## config.mk

```make
export PLATFORM = sky130hd
export DESIGN_NAME = alu_share_arbiter_flat
export DESIGN_NICKNAME = d
export VERILOG_FILES = /design/src/rtl/alu_share_arbiter_if.sv /design/src/rtl/alu_share_arbiter.sv /design/src/flat_wrapper.sv
export SDC_FILE = /design/constraint.sdc
export NUM_CORES = 1
export LEC_CHECK = 0
export ABC_CLOCK_PERIOD_IN_PS = 3700
export CAP_MARGIN = 20
export CORE_ASPECT_RATIO = 1.5
export CORE_MARGIN = 1
export CORE_UTILIZATION = 40
export DETAILED_ROUTE_END_ITERATION = 7
export HOLD_SLACK_MARGIN = 0.15
export PLACE_DENSITY = 0.68
export SETUP_SLACK_MARGIN = 0.1
export SLEW_MARGIN = 30
export SYNTH_ARGS = -nofsm -noshare
export SYNTH_HDL_FRONTEND = slang
export SYNTH_SLANG_ARGS = --single-unit
```

## constraint.sdc

```tcl
create_clock -name wb_clk_i -period 3.7 [get_ports wb_clk_i]
set_input_delay 0.37 -clock wb_clk_i [delete_from_list [all_inputs] [get_ports wb_clk_i]]
set_output_delay 0.37 -clock wb_clk_i [all_outputs]
set_load 0.01 [all_outputs]
```

## src/rtl/alu_share_arbiter_if.sv

```systemverilog
// One requester's operand channel plus its one-deep response buffer.
// The requester side uses the master modport, the arbiter the slave modport.
interface alu_share_arbiter_if #(
  parameter int WIDTH = 4
);
  logic             req_valid;
  logic             req_ready;
  logic [WIDTH-1:0] req_a;
  logic [WIDTH-1:0] req_b;
  logic [1:0]       req_op;
  logic             rsp_valid;
  logic             rsp_ready;
  logic [WIDTH:0]   rsp_data;

  modport master (
    output req_valid, req_a, req_b, req_op, rsp_ready,
    input  req_ready, rsp_valid, rsp_data
  );

  modport slave (
    input  req_valid, req_a, req_b, req_op, rsp_ready,
    output req_ready, rsp_valid, rsp_data
  );
endinterface

```

## src/rtl/alu_share_arbiter.sv

```systemverilog
// Shares one WIDTH-bit ALU between two requesters.
// Round-robin grant in IDLE, one EXEC cycle computes and loads the response
// buffer of the granted port. A port whose response is still unconsumed is skipped.
module alu_share_arbiter #(
  parameter int WIDTH = 4,
  parameter int CNT_W = 16
) (
  input  logic                wb_clk_i,
  input  logic                wb_rst_i,
  alu_share_arbiter_if.slave  port0,
  alu_share_arbiter_if.slave  port1,
  output logic                busy,
  output logic [CNT_W-1:0]    op_count
);

  typedef enum logic {
    IDLE = 1'b0,
    EXEC = 1'b1
  } state_t;

  state_t           state_r;
  state_t           state_s;
  logic             last_grant_r;
  logic             grant_s;
  logic             accept_s;
  logic             elig0_s;
  logic             elig1_s;
  logic [WIDTH-1:0] a_r;
  logic [WIDTH-1:0] b_r;
  logic [1:0]       op_r;
  logic [WIDTH:0]   result_s;
  logic             rsp0_valid_r;
  logic             rsp1_valid_r;
  logic [WIDTH:0]   rsp0_data_r;
  logic [WIDTH:0]   rsp1_data_r;
  logic [CNT_W-1:0] op_count_r;

  // ALU: MSB is carry for ADD, borrow for SUB, zero for logic ops.
  function automatic logic [WIDTH:0] alu_eval(
    input logic [WIDTH-1:0] a,
    input logic [WIDTH-1:0] b,
    input logic [1:0]       op
  );
    logic [WIDTH:0] r;
    case (op)
      2'b00:   r = {1'b0, a} + {1'b0, b};
      2'b01:   r = {(a < b), a - b};
      2'b10:   r = {1'b0, a & b};
      2'b11:   r = {1'b0, a | b};
      default: r = {(WIDTH+1){1'b0}};
    endcase
    return r;
  endfunction

  // A port may be served if it requests and its response slot frees this cycle.
  assign elig0_s = port0.req_valid && (!rsp0_valid_r || port0.rsp_ready);
  assign elig1_s = port1.req_valid && (!rsp1_valid_r || port1.rsp_ready);

  // Next-state and grant selection; ties go to the port not granted last.
  always_comb begin
    state_s  = state_r;
    grant_s  = 1'b0;
    accept_s = 1'b0;
    case (state_r)
      IDLE: begin
        if (elig0_s && elig1_s) begin
          grant_s = ~last_grant_r;
        end else if (elig1_s) begin
          grant_s = 1'b1;
        end else begin
          grant_s = 1'b0;
        end
        accept_s = elig0_s || elig1_s;
        if (accept_s) begin
          state_s = EXEC;
        end else begin
          state_s = IDLE;
        end
      end
      EXEC:    state_s = IDLE;
      default: state_s = IDLE;
    endcase
  end

  assign port0.req_ready = accept_s && !grant_s;
  assign port1.req_ready = accept_s && grant_s;
  assign result_s        = alu_eval(a_r, b_r, op_r);

  // Sequencer state, grant history and captured operands.
  always_ff @(posedge wb_clk_i or posedge wb_rst_i) begin
    if (wb_rst_i) begin
      state_r      <= IDLE;
      last_grant_r <= 1'b1;
      a_r          <= {WIDTH{1'b0}};
      b_r          <= {WIDTH{1'b0}};
      op_r         <= 2'b00;
    end else begin
      state_r <= state_s;
      if (accept_s) begin
        last_grant_r <= grant_s;
        a_r          <= grant_s ? port1.req_a  : port0.req_a;
        b_r          <= grant_s ? port1.req_b  : port0.req_b;
        op_r         <= grant_s ? port1.req_op : port0.req_op;
      end
    end
  end

  // Response buffers and completed-op counter; EXEC loads the granted port.
  always_ff @(posedge wb_clk_i or posedge wb_rst_i) begin
    if (wb_rst_i) begin
      rsp0_valid_r <= 1'b0;
      rsp1_valid_r <= 1'b0;
      rsp0_data_r  <= {(WIDTH+1){1'b0}};
      rsp1_data_r  <= {(WIDTH+1){1'b0}};
      op_count_r   <= {CNT_W{1'b0}};
    end else begin
      if (state_r == EXEC) begin
        op_count_r <= op_count_r + {{(CNT_W-1){1'b0}}, 1'b1};
      end
      if ((state_r == EXEC) && !last_grant_r) begin
        rsp0_valid_r <= 1'b1;
        rsp0_data_r  <= result_s;
      end else if (rsp0_valid_r && port0.rsp_ready) begin
        rsp0_valid_r <= 1'b0;
      end
      if ((state_r == EXEC) && last_grant_r) begin
        rsp1_valid_r <= 1'b1;
        rsp1_data_r  <= result_s;
      end else if (rsp1_valid_r && port1.rsp_ready) begin
        rsp1_valid_r <= 1'b0;
      end
    end
  end

  assign port0.rsp_valid = rsp0_valid_r;
  assign port0.rsp_data  = rsp0_data_r;
  assign port1.rsp_valid = rsp1_valid_r;
  assign port1.rsp_data  = rsp1_data_r;
  assign busy            = (state_r == EXEC);
  assign op_count        = op_count_r;

endmodule
```

## src/flat_wrapper.sv

```systemverilog
// flat-port wrapper written by rule: the top's interface ports become plain ports
module alu_share_arbiter_flat 
#(
  parameter int WIDTH = 4,
  parameter int CNT_W = 16
)
  (wb_clk_i, wb_rst_i, busy, op_count, port0_req_valid, port0_req_a, port0_req_b, port0_req_op, port0_rsp_ready, port0_req_ready, port0_rsp_valid, port0_rsp_data, port1_req_valid, port1_req_a, port1_req_b, port1_req_op, port1_rsp_ready, port1_req_ready, port1_rsp_valid, port1_rsp_data);
  alu_share_arbiter_if #(.WIDTH(WIDTH)) port0_i ();
  alu_share_arbiter_if #(.WIDTH(WIDTH)) port1_i ();
  input  logic wb_clk_i;
  input  logic wb_rst_i;
  output logic busy;
  output logic [CNT_W-1:0] op_count;
  input wire logic [$bits(port0_i.req_valid)-1:0] port0_req_valid;
  input wire logic [$bits(port0_i.req_a)-1:0] port0_req_a;
  input wire logic [$bits(port0_i.req_b)-1:0] port0_req_b;
  input wire logic [$bits(port0_i.req_op)-1:0] port0_req_op;
  input wire logic [$bits(port0_i.rsp_ready)-1:0] port0_rsp_ready;
  output wire logic [$bits(port0_i.req_ready)-1:0] port0_req_ready;
  output wire logic [$bits(port0_i.rsp_valid)-1:0] port0_rsp_valid;
  output wire logic [$bits(port0_i.rsp_data)-1:0] port0_rsp_data;
  input wire logic [$bits(port1_i.req_valid)-1:0] port1_req_valid;
  input wire logic [$bits(port1_i.req_a)-1:0] port1_req_a;
  input wire logic [$bits(port1_i.req_b)-1:0] port1_req_b;
  input wire logic [$bits(port1_i.req_op)-1:0] port1_req_op;
  input wire logic [$bits(port1_i.rsp_ready)-1:0] port1_rsp_ready;
  output wire logic [$bits(port1_i.req_ready)-1:0] port1_req_ready;
  output wire logic [$bits(port1_i.rsp_valid)-1:0] port1_rsp_valid;
  output wire logic [$bits(port1_i.rsp_data)-1:0] port1_rsp_data;
  assign port0_i.req_valid = port0_req_valid;
  assign port0_i.req_a = port0_req_a;
  assign port0_i.req_b = port0_req_b;
  assign port0_i.req_op = port0_req_op;
  assign port0_i.rsp_ready = port0_rsp_ready;
  assign port0_req_ready = port0_i.req_ready;
  assign port0_rsp_valid = port0_i.rsp_valid;
  assign port0_rsp_data = port0_i.rsp_data;
  assign port1_i.req_valid = port1_req_valid;
  assign port1_i.req_a = port1_req_a;
  assign port1_i.req_b = port1_req_b;
  assign port1_i.req_op = port1_req_op;
  assign port1_i.rsp_ready = port1_rsp_ready;
  assign port1_req_ready = port1_i.req_ready;
  assign port1_rsp_valid = port1_i.rsp_valid;
  assign port1_rsp_data = port1_i.rsp_data;
  alu_share_arbiter #(.WIDTH(WIDTH), .CNT_W(CNT_W)) u_core (.wb_clk_i(wb_clk_i), .wb_rst_i(wb_rst_i), .port0(port0_i), .port1(port1_i), .busy(busy), .op_count(op_count));
endmodule
```

==> results of run 1 <==
==> cell families (layout without fill, tap and decap cells) <==
logic type,Yosys count,in the layout
compound gates,50,50
xor+xnor,17,17
mux,4,4
buf+inv,25,82
simple gates,55,55
flops,40,40
fa+ha+maj,15,15
==> registers in the layout (all words and copies together) (netlist names), 2 cells and up <==
register	flops
u_core.a_r	4
u_core.b_r	4
u_core.op_count	16
u_core.op_r	2
u_core.port0.rsp_data	5
u_core.port1.rsp_data	5
==> final cells by class <==
type                       count  area (sq um)  share of cell area [%]
clock buffer                   5          68.8                    2.38
clock inverter                 3          42.5                    1.47
inverter                      17          63.8                    2.20
multi-input combinational    141          1070                    36.8
sequential                    40          1000                    34.6
tap                           68          85.1                    2.94
timing repair buffer          57           568                    19.6
==> per-stage QoR <==
step           instances  setup slack (ns)
2_1_floorplan        206              1.84
3_3_place_gp         323              1.22
3_5_place_dp         323              1.21
4_1_cts              331              1.01
5_1_grt              331             0.839
6_report             331              1.02
==> cell usage after synthesis (2+ instances only) <==
master | number | area share [%]
buf_2 | 4 | 0.92
xnor2_1 | 9 | 3.6
inv_1 | 16 | 2.8
fa_1 | 2 | 1.8
and3_1 | 4 | 1.2
o21ai_0 | 11 | 2.5
clkbuf_1 | 3 | 0.52
o22ai_1 | 2 | 0.58
nand3_1 | 7 | 1.6
a32oi_1 | 3 | 1.2
a21oi_1 | 13 | 3.0
nand2_1 | 22 | 3.8
nor3_2 | 2 | 0.92
and4_1 | 2 | 0.81
o41ai_1 | 2 | 0.81
nor2_1 | 5 | 0.86
xor2_1 | 8 | 3.2
mux2i_1 | 2 | 0.92
o31ai_1 | 2 | 0.69
ha_1 | 13 | 7.5
nand2b_4 | 2 | 1.3
nand2b_1 | 2 | 0.58
a221o_1 | 7 | 3.2
dfrtp_1 | 39 | 45
==> metal layers <==
layer | share of wire, % | track usage (%) | vias up
li1 | - | - | 838
met1 | 45 | 20.1 | 794
met5 | 0 | 0 | -
met2 | 50 | 28.0 | 43
met4 | 1.3 | 6.98 | 0
met3 | 3.3 | 3.08 | 4
==> path summary, 6_finish.rpt <==
kind,end,from,cells past startpoint
max,port0_req_ready,u_core.busy,4
min reg2reg,u_core.op_count[15],u_core.op_count[15],1
max in group asynchronous,u_core.last_grant_r,wb_rst_i,3
min,u_core.op_count[15],u_core.op_count[15],1
min in group asynchronous,u_core.port1.rsp_valid,wb_rst_i,3
max reg2reg,u_core.port1.rsp_data[2],u_core.a_r[0],7
==> worst max-delay path, stage by stage, from the launching register on <==
cell             delay [ns]
dfrtp_1                0.52
inv_1                  0.32
and3_4                 0.27
and2_1                 0.31
clkdlybuf4s50_1        0.60
==> layout by cell type, fill, tap and decap left out, types with 7 or more instances in the layout <==
cell	Yosys	routed
inv_1	16	16
a21oi_1	13	13
ha_1	13	13
nand3_1	7	7
xor2_1	8	8
nand2_1	22	22
clkdlybuf4s50_1	0	56
dfrtp_1	39	39
a221o_1	7	7
xnor2_1	9	9
o21ai_0	11	11
==> report_power, final <==
group,switching (mW),internal (mW)
registers,0.170,0.599
logic,0.524,0.541
clock network,0.154,0.200
total,0.848,1.34
==> out/qor.yml, run 1 <==
run_status:
  outcome: "finished clean"
synthesis:
  post_synth_xor_area_fraction_pct: 6.85
  mappedNetlistArea_sq_mm: 0.00217
  postSynthCellCount: 206
  main_combinational_cell_family_by_area_after_synthesis: "compound AO/OA/AOI/OAI gates"
  synthFlopType: "dfrtp_1"
  yosysUniqueCellTypes: 48
  synth_compound_gate_area_share_pct: 16.1
  yosys_register_bits: 40
  synth-edff-count: 0
  synth_simple_gate_area_share_pct: 14.3
  syn_avg_cell_area_sq_um: 10.6
  synthesis.nets: 247
  synthArstFlopShare_pct: 100
  post_synth_fa_ha_maj_area_fraction_pct: 9.32
  yosys_warnings: 0
  ys_seq_area_share_pct: 46.1
  synthMuxAreaShare_pct: 2.47
timing:
  hold_violations: 0
  fin_setup_tns_ns: 0
  hold_slack_ns: 0.467
  layout_min_cycle_time_ns: 2.68
  max_clock_freq_mhz: 373
  final.period_utilization_pct: 72.4
  worst_slew_margin_rel_pct: 67.0
  worst-slew-pin-transition_ns: 0.494
  setup-violations-final: 0
  fin_skew_ns: 0.0111
  timing.final.max_slew_violations: 0
  rsz0062_at_grt: "false"
critical_path:
  timing.critical_path.arrival_ns: 2.31
  worstSetupPathType: "flop to output pin"
  crit_fanout: 12
  setup.worst_path.end_class: "output pin"
  critical_path.startpoint_type: "flop"
  worst-r2r-setup-slack_ns: 1.67
  timing.critical_path.required_ns: 3.33
cts:
  tritoncts_num_sinks: 40
  clock_insertion_delay_worst_skew_ns: 0.29
  cts_made_buffers: 5
  htreeDepth: 2
  tritoncts_clock_tree: "yes"
  clk_pin_slew_ns: 0.08
  cts.root.buffer_cell: "clkbuf_8"
  number_of_gates_resized_after_cts: 0
  number_of_buffers_inserted_by_post_cts_setup_repair: 0
  holdBufCountCts: 0
  clk_path_buf_depth: 2
floorplanning:
  die_w_um: 62.2
  num_rows: 32
  floorplan.die_area_sq_mm: 0.00574
  core_area_sq_mm: 0.00520
  die_height_um: 92.3
  ioPinCount: 57
  starting_density_of_the_core_pct: 41.8
route:
  post-route-drc-count: 0
  postRouteWirelength_mm: 4.27
  average_detailed_routed_wire_length_per_instance_um: 12.9
  number_of_violations_reported_at_the_end_of_detailed_routing_iteration_0: 59
  avgViaCountPerCell: 5.07
  antenna_violating_nets_post_route: 0
  num_vias: 1679
  drt_first_pass_iters: 4
global_route:
  grt_usage_pct: 16.4
  grt_pass1_wl_mm: 7.50
  grt_max_degree: 41
  number_of_antenna_violations_at_the_first_check_in_global_routing: 0
  grt.overflow.total: 0
  grt_pass1_vias: 1662
hold_path:
  worstHoldPathType: "flop to flop"
finish:
  final_layout_size_suffix_gt1_share_pct: 7.98
  fillerInstances: 489
  final_core_util_pct: 55.6
  layout.nets: 303
  insertedDiodeCount: 0
  final_design_area_no_fill_sq_mm: 0.00290
  area_growth_syn_to_layout_pct: 33.2
placed_design:
  postPlaceCellArea_sq_mm: 0.00279
  io_buffer_count: 56
  detailed_place_hpwl_mm: 3.31
  routabilityCongestion: 0.799
pwr:
  power.density_cell_area_mw_per_mm2: 755
  fin_total_pwr_mw: 2.19
  cellLeakagePower_nw: 1.29
  peakVddDrop_mv: 0.362
flow_run:
  maxCapViolCount: 0
Power figures use the tool's default switching activity.
==> run 2: changes to the inputs <==
- ABC_CLOCK_PERIOD_IN_PS: 3700 -> 2600
- clock period: 3.7 -> 2.6 ns (I/O delays scaled with it)
==> out/qor.yml, run 2 (synthesis results as in run 1) <==
global_route:
  number_of_antenna_violations_at_the_first_check_in_global_routing: 0
  grt_pass1_wl_mm: 7.32
  grt_pass1_vias: 1610
  grt_usage_pct: 16.1
  grt_max_degree: 41
  grt.overflow.total: 0
pwr:
  power.density_cell_area_mw_per_mm2: 1080
  cellLeakagePower_nw: 1.30
  fin_total_pwr_mw: 3.14
  peakVddDrop_mv: 0.436
flow_run:
  maxCapViolCount: 0
critical_path:
  crit_fanout: 12
  critical_path.startpoint_type: "flop"
  critical_path.top_delay_family: "buffers and inverters"
  timing.critical_path.arrival_ns: 2.13
  crit_path_cell_trace: "inv_1, and3_4, and2_1, clkdlybuf4s50_1"
  cp_slowest_cell: "clkdlybuf4s50_1"
  buffering_stage_count_on_the_worst_path_with_inverters_included: 2
  timing.critical_path.required_ns: 2.34
  critPathMaxStageDelay_ns: 0.60
  worstSetupPathType: "flop to output pin"
  setup.worst_path.end_class: "output pin"
timing:
  fin_skew_ns: 0.0102
  fin_setup_tns_ns: 0
  worst-slew-pin-transition_ns: 0.495
  hold_slack_ns: 0.381
  rsz0062_at_grt: "false"
  max_clock_freq_mhz: 419
  timing.final.max_slew_violations: 0
  final.period_utilization_pct: 91.8
  worst_slew_margin_rel_pct: 67.0
  hold_violations: 0
  setup-violations-final: 0
  layout_min_cycle_time_ns: 2.39
  post-route-worst-setup-slack_ns: 0.213
finish:
  flip_flop_count_of_the_largest_register_all_copies_and_words_added: 16
  final_design_area_no_fill_sq_mm: 0.00291
  fillerInstances: 476
  final_layout_size_suffix_gt1_share_pct: 8.33
  area_growth_syn_to_layout_pct: 34.0
  mostFrequentLayoutCells: "clkdlybuf4s50_1 (56), dfrtp_1 (39), nand2_1 (22)"
  storage_element_area_sq_mm: 0.00100
  area_of_combinational_cells_with_multiple_inputs_sq_mm: 0.00107
  final_common_cell: "clkdlybuf4s50_1"
  layout.nets: 304
  insertedDiodeCount: 0
placed_design:
  routabilityCongestion: 0.841
  io_buffer_count: 56
  dp_worst_setup_slack_ns: 0.326
  postPlaceCellArea_sq_mm: 0.00279
  detailed_place_hpwl_mm: 3.30
cts:
  tritoncts_num_sinks: 40
  clock_insertion_delay_worst_skew_ns: 0.30
  clk_path_buf_depth: 2
  htreeDepth: 2
  number_of_gates_resized_after_cts: 0
  tritoncts_clock_tree: "yes"
  cts.root.buffer_cell: "clkbuf_8"
  cts_made_buffers: 5
  number_of_buffers_inserted_by_post_cts_setup_repair: 0
  holdBufCountCts: 0
  clk_pin_slew_ns: 0.09
floorplanning:
  floorplan.die_area_sq_mm: 0.00574
  starting_density_of_the_core_pct: 41.8
  ioPinCount: 57
  die_height_um: 92.3
  die_w_um: 62.2
  num_rows: 32
  core_area_sq_mm: 0.00520
run_status:
  outcome: "finished clean"
route:
  average_detailed_routed_wire_length_per_instance_um: 12.7
  number_of_violations_reported_at_the_end_of_detailed_routing_iteration_0: 61
  drt_first_pass_iters: 4
  postRouteWirelength_mm: 4.21
  post-route-drc-count: 0
  num_vias: 1659
  avgViaCountPerCell: 5.00
  antenna_violating_nets_post_route: 0
hold_path:
  worstHoldPathType: "primary input to async pin"
run 2: changes by cell type in the layout (fill, tap and decap cells not counted), sizes merged:
| cell | previous run | this run |
|---|---|---|
| buf | 1 | 2 |
| clkbuf | 5 | 6 |
| clkinvlp | 1 | 0 |
run 2: layer usage:
layer  GRT usage [%]  vias to the layer above  part of all wire, %
met4            6.78                        0                  1.9
met5               0                        -                    0
li1                -                      840                    -
met1            18.8                      774                   44
met3            3.45                        6                  3.6
met2            28.3                       39                   51
run 2: final cells by class:
type                    count  area share (%)
multi-input cells         141            36.6
flip-flops and latches     40            34.4
repair buffers             58            19.8
well taps                  68            2.92
clock buffers               6            2.83
inverters                  17            2.19
clock inverters             2            1.33
run 2: final timing paths:
| kind | start | endpoint | slack (ns) | cells after the start |
|---|---|---|---|---|
| hold / removal | wb_rst_i | u_core.op_count[13] | 0.38 | 3 |
| min in group wb_clk_i | u_core.op_count[15] | u_core.op_count[15] | 0.47 | 1 |
| hold reg to reg | u_core.op_count[15] | u_core.op_count[15] | 0.47 | 1 |
| setup / recovery | u_core.busy | port0_req_ready | 0.21 | 4 |
| max in group asynchronous | wb_rst_i | u_core.last_grant_r | 1.85 | 3 |
| setup reg to reg | u_core.a_r[0] | u_core.port1.rsp_data[2] | 0.60 | 7 |
run 2: metrics by stage:
step,cells,utilization [%]
final,332,56.0
after floorplan,206,-
after global routing,332,56.0
after global placement,324,53.7
after CTS,332,56.0
after detailed placement,324,53.7
run 2: tightest hold or removal path, delay by kind of cell:
kind                   cells  cell delay (ns)
buffers and inverters      3             0.86
run 2: report_power, final:
group	leakage [nW]	switching, mW	internal, mW
Sequential	0.509	0.223	0.852
Clock	0.0614	0.223	0.314
Combinational	0.734	0.756	0.776
==> run 3: changes to the inputs <==
- ABC_CLOCK_PERIOD_IN_PS: 2600 -> 2550
- GPL_ROUTABILITY_DRIVEN: default -> 0
- clock period: 2.6 -> 2.55 ns (I/O delays scaled with it)
==> out/qor.yml, run 3 (synthesis results as in run 1) <==
run_status:
  outcome: "finished clean"
placed_design:
  placedCellCount: 324
  dp_worst_setup_slack_ns: 0.272
  postPlaceCellArea_sq_mm: 0.00279
  io_buffer_count: 56
  detailed_place_hpwl_mm: 3.36
global_route:
  grt_max_degree: 41
  grt_pass1_wl_mm: 7.65
  grt_pass1_vias: 1715
  number_of_antenna_violations_at_the_first_check_in_global_routing: 0
  grt_usage_pct: 16.7
  grt.overflow.total: 0
finish:
  final_common_cell: "clkdlybuf4s50_1"
  final_core_util_pct: 55.5
  fin_cells: 332
  flip_flop_count_of_the_largest_register_all_copies_and_words_added: 16
  layout.nets: 304
  area_growth_syn_to_layout_pct: 32.9
  mostFrequentLayoutCells: "clkdlybuf4s50_1 (56), dfrtp_1 (39), nand2_1 (22)"
  insertedDiodeCount: 0
  final_design_area_no_fill_sq_mm: 0.00289
  final_layout_size_suffix_gt1_share_pct: 8.33
pwr:
  intPower_mw: 1.89
  cellLeakagePower_nw: 1.28
  power.share.combinational_pct: 50.6
  peakVddDrop_mv: 0.509
  power_switching_mw: 1.23
  fin_total_pwr_mw: 3.11
  power.density_cell_area_mw_per_mm2: 1080
  power.sequential.fraction_pct: 35.4
  switching_share_pct: 39.4
  share_clk_of_total_power_pct: 14.0
critical_path:
  timing.critical_path.arrival_ns: 2.01
  worst-r2r-setup-slack_ns: 0.56
  critical_path.startpoint_type: "primary input"
  timing.critical_path.required_ns: 2.30
  setup.worst_path.end_class: "output pin"
  crit_fanout: 9
  worstSetupPathType: "primary input to output pin"
timing:
  worst_slew_margin_rel_pct: 66.6
  post-route-worst-setup-slack_ns: 0.281
  timing.final.max_slew_violations: 0
  setup-violations-final: 0
  fin_skew_ns: 0.00697
  worst-slew-pin-transition_ns: 0.502
  hold_slack_ns: 0.383
  fin_setup_tns_ns: 0
  rsz0062_at_grt: "false"
  layout_min_cycle_time_ns: 2.27
  final.period_utilization_pct: 89.0
  max_clock_freq_mhz: 441
  hold_violations: 0
cts:
  clock_insertion_delay_worst_skew_ns: 0.29
  number_of_buffers_inserted_by_post_cts_setup_repair: 0
  tritoncts_clock_tree: "yes"
  htreeDepth: 2
  cts_made_buffers: 5
  cts.root.buffer_cell: "clkbuf_8"
  clk_pin_slew_ns: 0.08
  clk_path_buf_depth: 2
  tritoncts_num_sinks: 40
floorplanning:
  die_height_um: 92.3
  num_rows: 32
  floorplan.die_area_sq_mm: 0.00574
  ioPinCount: 57
  core_area_sq_mm: 0.00520
  starting_density_of_the_core_pct: 41.8
  die_w_um: 62.2
route:
  post-route-drc-count: 0
  average_detailed_routed_wire_length_per_instance_um: 12.8
  postRouteWirelength_mm: 4.25
  number_of_violations_reported_at_the_end_of_detailed_routing_iteration_0: 47
  drt_first_pass_iters: 4
  avgViaCountPerCell: 5.11
  antenna_violating_nets_post_route: 0
  num_vias: 1697
flow_run:
  maxCapViolCount: 0
hold_path:
  worstHoldPathType: "primary input to async pin"
==> run 3: changes by cell type in the layout (fill, tap and decap cells not counted) <==
cell	delta
bufinv_16	-1
clkbuf_1	+1
clkinv_4	-1
clkinvlp_4	+2
inv_1	-1
==> run 3: power by group through the flow <==
stage | logic [mW] | registers [mW] | clock network (mW)
6_report | 1.57 | 1.10 | 0.437
3_5_place_dp | 1.58 | 1.12 | 0
5_1_grt | 1.77 | 1.15 | 0.476
4_1_cts | 1.59 | 1.11 | 0.453
3_3_place_gp | 1.55 | 1.11 | 0
2_1_floorplan | 1.03 | 1.11 | 0
==> run 3: repair_timing <==
action,4_1_cts,5_1_grt
endpoints found under the setup margin,0,1
resized for setup,0,1
hold buffers,0,0
==> run 3: cell type report <==
| cell class | count | area, sq um |
|---|---|---|
| Clock buffer | 7 | 86.3 |
| Clock inverter | 1 | 7.51 |
| Fill cell | 484 | 2310 |
| Inverter | 17 | 67.6 |
| Multi-Input combinational cell | 141 | 1070 |
| Sequential cell | 40 | 1000 |
| Tap cell | 68 | 85.1 |
| Timing Repair Buffer | 58 | 576 |
==> run 3: critical path: stages <==
cell	delay [ns]
clkdlybuf4s50_1	0.48
nand2b_4	0.15
and3_4	0.21
and2_1	0.32
clkdlybuf4s50_1	0.60
==> run 3: per-layer routing <==
metal	share of wire, %	GRT usage [%]
met1	43	19.4
met2	51	29.9
met3	3.7	3.69
met4	1.9	6.20
met5	0	0
==> run 3: path summary, 6_finish.rpt <==
kind | startpoint | end | cells after the start
setup / recovery | port0_rsp_ready | port0_req_ready | 5
hold / removal | wb_rst_i | u_core.port1.rsp_data[4] | 3
setup reg to reg | u_core.a_r[0] | u_core.port1.rsp_data[2] | 7
hold reg to reg | u_core.op_count[15] | u_core.op_count[15] | 1
max in group asynchronous | wb_rst_i | u_core.last_grant_r | 3
min in group wb_clk_i | u_core.op_count[15] | u_core.op_count[15] | 1
==> patch 1, RTL diff (flow settings as in run 3) <==
`CNT_W` is set to 16 in 2 places; all go to 32.
--- a/src/rtl/alu_share_arbiter.sv
+++ b/src/rtl/alu_share_arbiter.sv
@@ -5,3 +5,3 @@
   parameter int WIDTH = 4,
-  parameter int CNT_W = 16
+  parameter int CNT_W = 32
 ) (
--- a/src/flat_wrapper.sv
+++ b/src/flat_wrapper.sv
@@ -4,3 +4,3 @@
   parameter int WIDTH = 4,
-  parameter int CNT_W = 16
+  parameter int CNT_W = 32
 )
Interface: changed (resized op_count); port bits go from 57 to 73. No check against the original RTL was run, so the function may have changed too.
==> patch 1 against run 3 <==
Maximum frequency increased by 3.6%. First-iteration DRC count grew 140%. Worst setup slack better by 0.079 ns. Total power grew 12%. Sequential cell count increased by 16. Core utilization fell by 0.29 points. Cell area grew 33%. Sequential share of layout area rose by 1.9 points. Clock power grew 32%. Area after synthesis rose by 34%. Combinational power shrank 4%. Synthesized cell count rose by 37%. Wire length is 42% higher.
==> patch 1: results (changes against run 3) <==
Power and ir drop:
- The power dissipated in combinational cells is 0.00151 W (was 0.00157 W).
- The peak supply drop came to 0.000595 V (was 0.000509 V).
- The internal power is 0.00220 W (was 0.00189 W).
- The static leakage is 1.74 nW (was 1.28 nW).
- The relative contribution of sequential cells to total power came to 0.403 (was 0.354).

Synthesis:
- The synthesized net count is 323 (was 247).
- The adder-cell area share of the yosys netlist was 0.0696 (was 0.0932).
- Synth top area cells: dfrtp_1 (47%), ha_1 (5.6%), xor2_1 (5.1%) (was dfrtp_1 (45%), ha_1 (7.5%), nand2_1 (3.8%)).
- The number of instances in the synthesized netlist is 282 (was 206).
- The parity-gate share of the synthesized area counting xor and xnor cells is 0.0963 (was 0.0685).
- The count of yosys warnings during synthesis came to 0 (unchanged).
- The portion of the post-synthesis area used by sequential elements is 0.482 (was 0.461).
- The post-synthesis cell type count came to 44 (was 48).
- The multiplexer share of the synthesized area is 0.0374 (was 0.0247).

Global routing:
- The met2 layer usage reported by global route is 0.316 (was 0.299).
- The met1 routing resource usage after global routing was 0.187 (was 0.194).
- The total global-route track usage was 0.169 (was 0.167).
- The met3 track demand over resource in global routing is 0.0284 (was 0.0369).
- The pin count of the biggest net entering global routing is 57 (was 41).

Drt:
- The routed wire length on met3 is 226 microns (was 159 microns).
- The final wirelength came to 6.03 mm (was 4.25 mm).
- The post-detailed-route wirelength per cell is 13.8 microns (was 12.8 microns).
- The met2 wire length was 3.28 mm (was 2.18 mm).
- The count of routing violations after the opening detailed-route iteration is 112 (was 47).
- The detailed-routing wirelength on met1 is 2.42 mm (was 1.83 mm).
- The total via count in the routed design came to 2272 (was 1697).

Layout:
- The layout cell share with drive strength beyond 1 is 0.0894 (was 0.0833).
- The number of flip-flops under the largest register name came to 32 (was 16).
- The number of fill cells is 637 (was 484).

Critical path:
- The largest driver fanout on the critical path was 3 (was 9).
- The setup slack on the worst flop-to-flop path is 0.49 ns (was 0.56 ns).
- The data arrival time of the worst path is 1.93 ns (was 2.01 ns).
- The capturing point of the worst reg2reg path is u_core.port1.rsp_data[4]$_DFFE_PP0P_ (was u_core.port1.rsp_data[2]$_DFFE_PP0P_).
- The worst-case reg-to-reg path depth is 9 (was 7).

STA:
- The worst clock skew on the final layout is 0.00742 ns (was 0.00697 ns).
- The tightest slew margin relative to the limit is 0.534 (was 0.666).

Clock tree:
- The clock latency at the later pin of the worst-skew pair was 0.31 ns (was 0.29 ns).
- The clock-pin slew of the registers on the worst-case setup and hold paths is 0.10 ns (was 0.08 ns).

Placed design:
- The half-perimeter wire length after detailed placement came to 4.57 mm (was 3.36 mm).
- The cell area after placement is 3730 sq um (was 2790 sq um).

Outcome:
- Status: finished clean (unchanged).
==> patch 1: cell count changes after synthesis, moves of 7 or more <==
cell | before | now
dfrtp_1 | 39 | 55
nand2_1 | 22 | 36
nor3_1 | 1 | 12
a21oi_1 | 13 | 3
xor2_1 | 8 | 17
o22ai_1 | 2 | 10
a221o_1 | 7 | 0
==> patch 1: metrics by stage <==
step	setup slack (ns)	power, W	hold slack, ns
5_1_grt	0.299	0.00376	0.492
6_report	0.360	0.00348	0.465
3_5_place_dp	0.378	0.00294	0.462
4_1_cts	0.354	0.00353	0.479
2_1_floorplan	0.650	0.00232	0.378
3_3_place_gp	0.370	0.00288	0.458
==> patch 1: cell type report <==
class,instances,area [sq um],share of cell area
clock buffers,6,72.6,0.0189
clock inverters,2,35.0,0.00913
inverters,21,78.8,0.0205
multi-input cells,197,1400,0.365
flip-flops and latches,56,1400,0.366
well taps,78,97.6,0.0254
repair buffers,76,751,0.196
==> patch 2, RTL diff (flow settings as in run 3) <==
Made on the original files. Register the output `op_count` once more; this adds one clock of latency there. The other outputs are not delayed to match.
--- a/src/rtl/alu_share_arbiter.sv
+++ b/src/rtl/alu_share_arbiter.sv
@@ -139,3 +139,5 @@
   assign busy            = (state_r == EXEC);
-  assign op_count        = op_count_r;
+  always_ff @(posedge wb_clk_i) begin
+    op_count <= op_count_r;
+  end
 
Function: changed (a bounded check fails within 4 cycles, from zero or initial values and one cycle with wb_rst_i high).
==> patch 2 against run 3 <==
Area after synthesis is 13% higher. Sequential power is 30% higher. Wire length is 7.0% higher. Largest cell class is now flip-flops and latches. Total power is 9.9% higher. Cell area is 9.7% higher. Global-route usage is 1.2 points lower. Sequential cell count is 16 higher. Worst setup slack better by 0.013 ns. Die area is 12% higher.
==> patch 2: results (changes against run 3) <==
Layout:
- The final-layout non-clock buffer area share came to 0.184 (was 0.199).
- The share of cell area taken by flip-flops and latches is 0.417 (was 0.347).
- The number of non-clock buffers in the layout is 59 (was 58).
- The multi-input gate share of total cell area is 0.323 (was 0.369).
- The number of fill cells is 531 (was 484).
- The final net count is 332 (was 304).
- The number of ordinary inverters in the final layout is 16 (was 17).
- The share of final layout cell area taken by clock buffers and inverters came to 0.0288 (was 0.0325).

Drt:
- The post-detailed-route wirelength per cell is 12.5 microns (was 12.8 microns).
- The met2 wire length came to 2.51 mm (was 2.18 mm).
- The total via count in the routed design is 1798 (was 1697).
- The routed wire length on met3 came to 136 microns (was 159 microns).
- The count of routing violations after the opening detailed-route iteration was 143 (was 47).

Global routing:
- The total global-route track usage is 0.155 (was 0.167).
- The number of global-route vias before repair is 1700 (was 1715).
- The met1 routing resource usage after global routing was 0.170 (was 0.194).
- The wire length of the first global-routing pass is 7.72 mm (was 7.65 mm).

Outcome:
- Status: finished clean (unchanged).

Synthesis:
- The portion of the post-synthesis area used by sequential elements is 0.540 (was 0.461).
- The synthesized net count was 275 (was 247).
- The fraction of the mapped netlist area in compound gates is 0.113 (was 0.161).
- The share of Yosys cell area claimed by the top area cell type is 0.399 (was 0.449).
- Synth top area cells: dfrtp_1 (40%), dfxtp_1 (13%), ha_1 (6.6%) (was dfrtp_1 (45%), ha_1 (7.5%), nand2_1 (3.8%)).
- The multiplexer share of the synthesized area is 0.0210 (was 0.0247).
- The parity-gate share of the synthesized area counting xor and xnor cells is 0.0608 (was 0.0685).
- The post-synthesis cell type count is 37 (was 48).

STA:
- The worst clock skew on the final layout is 0.00820 ns (was 0.00697 ns).
- The actual transition at the worst max-transition pin is 0.517 ns (was 0.502 ns).

Clock tree:
- The count of clock tree sinks is 56 (was 40).
- The clock-pin slew of the registers on the worst-case setup and hold paths was 0.10 ns (was 0.08 ns).
- The clock latency at the later pin of the worst-skew pair came to 0.31 ns (was 0.29 ns).

Critical path:
- The capturing point of the worst reg2reg path was u_core.port0.rsp_data[4]$_DFFE_PP0P_ (was u_core.port1.rsp_data[2]$_DFFE_PP0P_).
- The critical path launch point is port1_rsp_ready (was port0_rsp_ready).
- The capturing instance or port of the critical path is port1_req_ready (was port0_req_ready).
- The largest driver fanout on the critical path was 3 (was 9).

Power and ir drop:
- The peak supply drop was 0.000568 V (was 0.000509 V).
- The switching power total is 0.00131 W (was 0.00123 W).
- The part of the total power dissipated in the clock network came to 0.144 (was 0.140).

Placed design:
- The half-perimeter wire length after detailed placement was 3.45 mm (was 3.36 mm).
- The setup slack at placement was 0.285 ns (was 0.272 ns).
-- patch 2: changes by cell type after synthesis, sizes merged, moves of 4 or more --
cell / before / now
o22ai: 2 / 9
xnor2: 9 / 13
dfxtp: 0 / 16
xor2: 8 / 4
nand2: 22 / 28
nor2: 5 / 19
a221o: 7 / 1
-- patch 2: stage by stage --
| stage | area, sq um | cells | hold slack [ns] | utilization | total power, W |
|---|---|---|---|---|---|
| floorplan | 2450 | 234 | 0.366 | - | 0.00240 |
| global placement | 3080 | 356 | 0.378 | 0.525 | 0.00291 |
| detailed placement | 3080 | 356 | 0.397 | 0.525 | 0.00296 |
| CTS | 3170 | 364 | 0.380 | 0.540 | 0.00346 |
| global route | 3170 | 364 | 0.420 | 0.540 | 0.00371 |
| finish | 3170 | 364 | 0.356 | 0.540 | 0.00342 |
-- patch 2: critical path, cell delays in order --
cell             delay [ns]
clkdlybuf4s50_1        0.44
nand2b_1               0.16
nand2_1                0.10
a311oi_2               0.42
clkdlybuf4s50_1        0.62
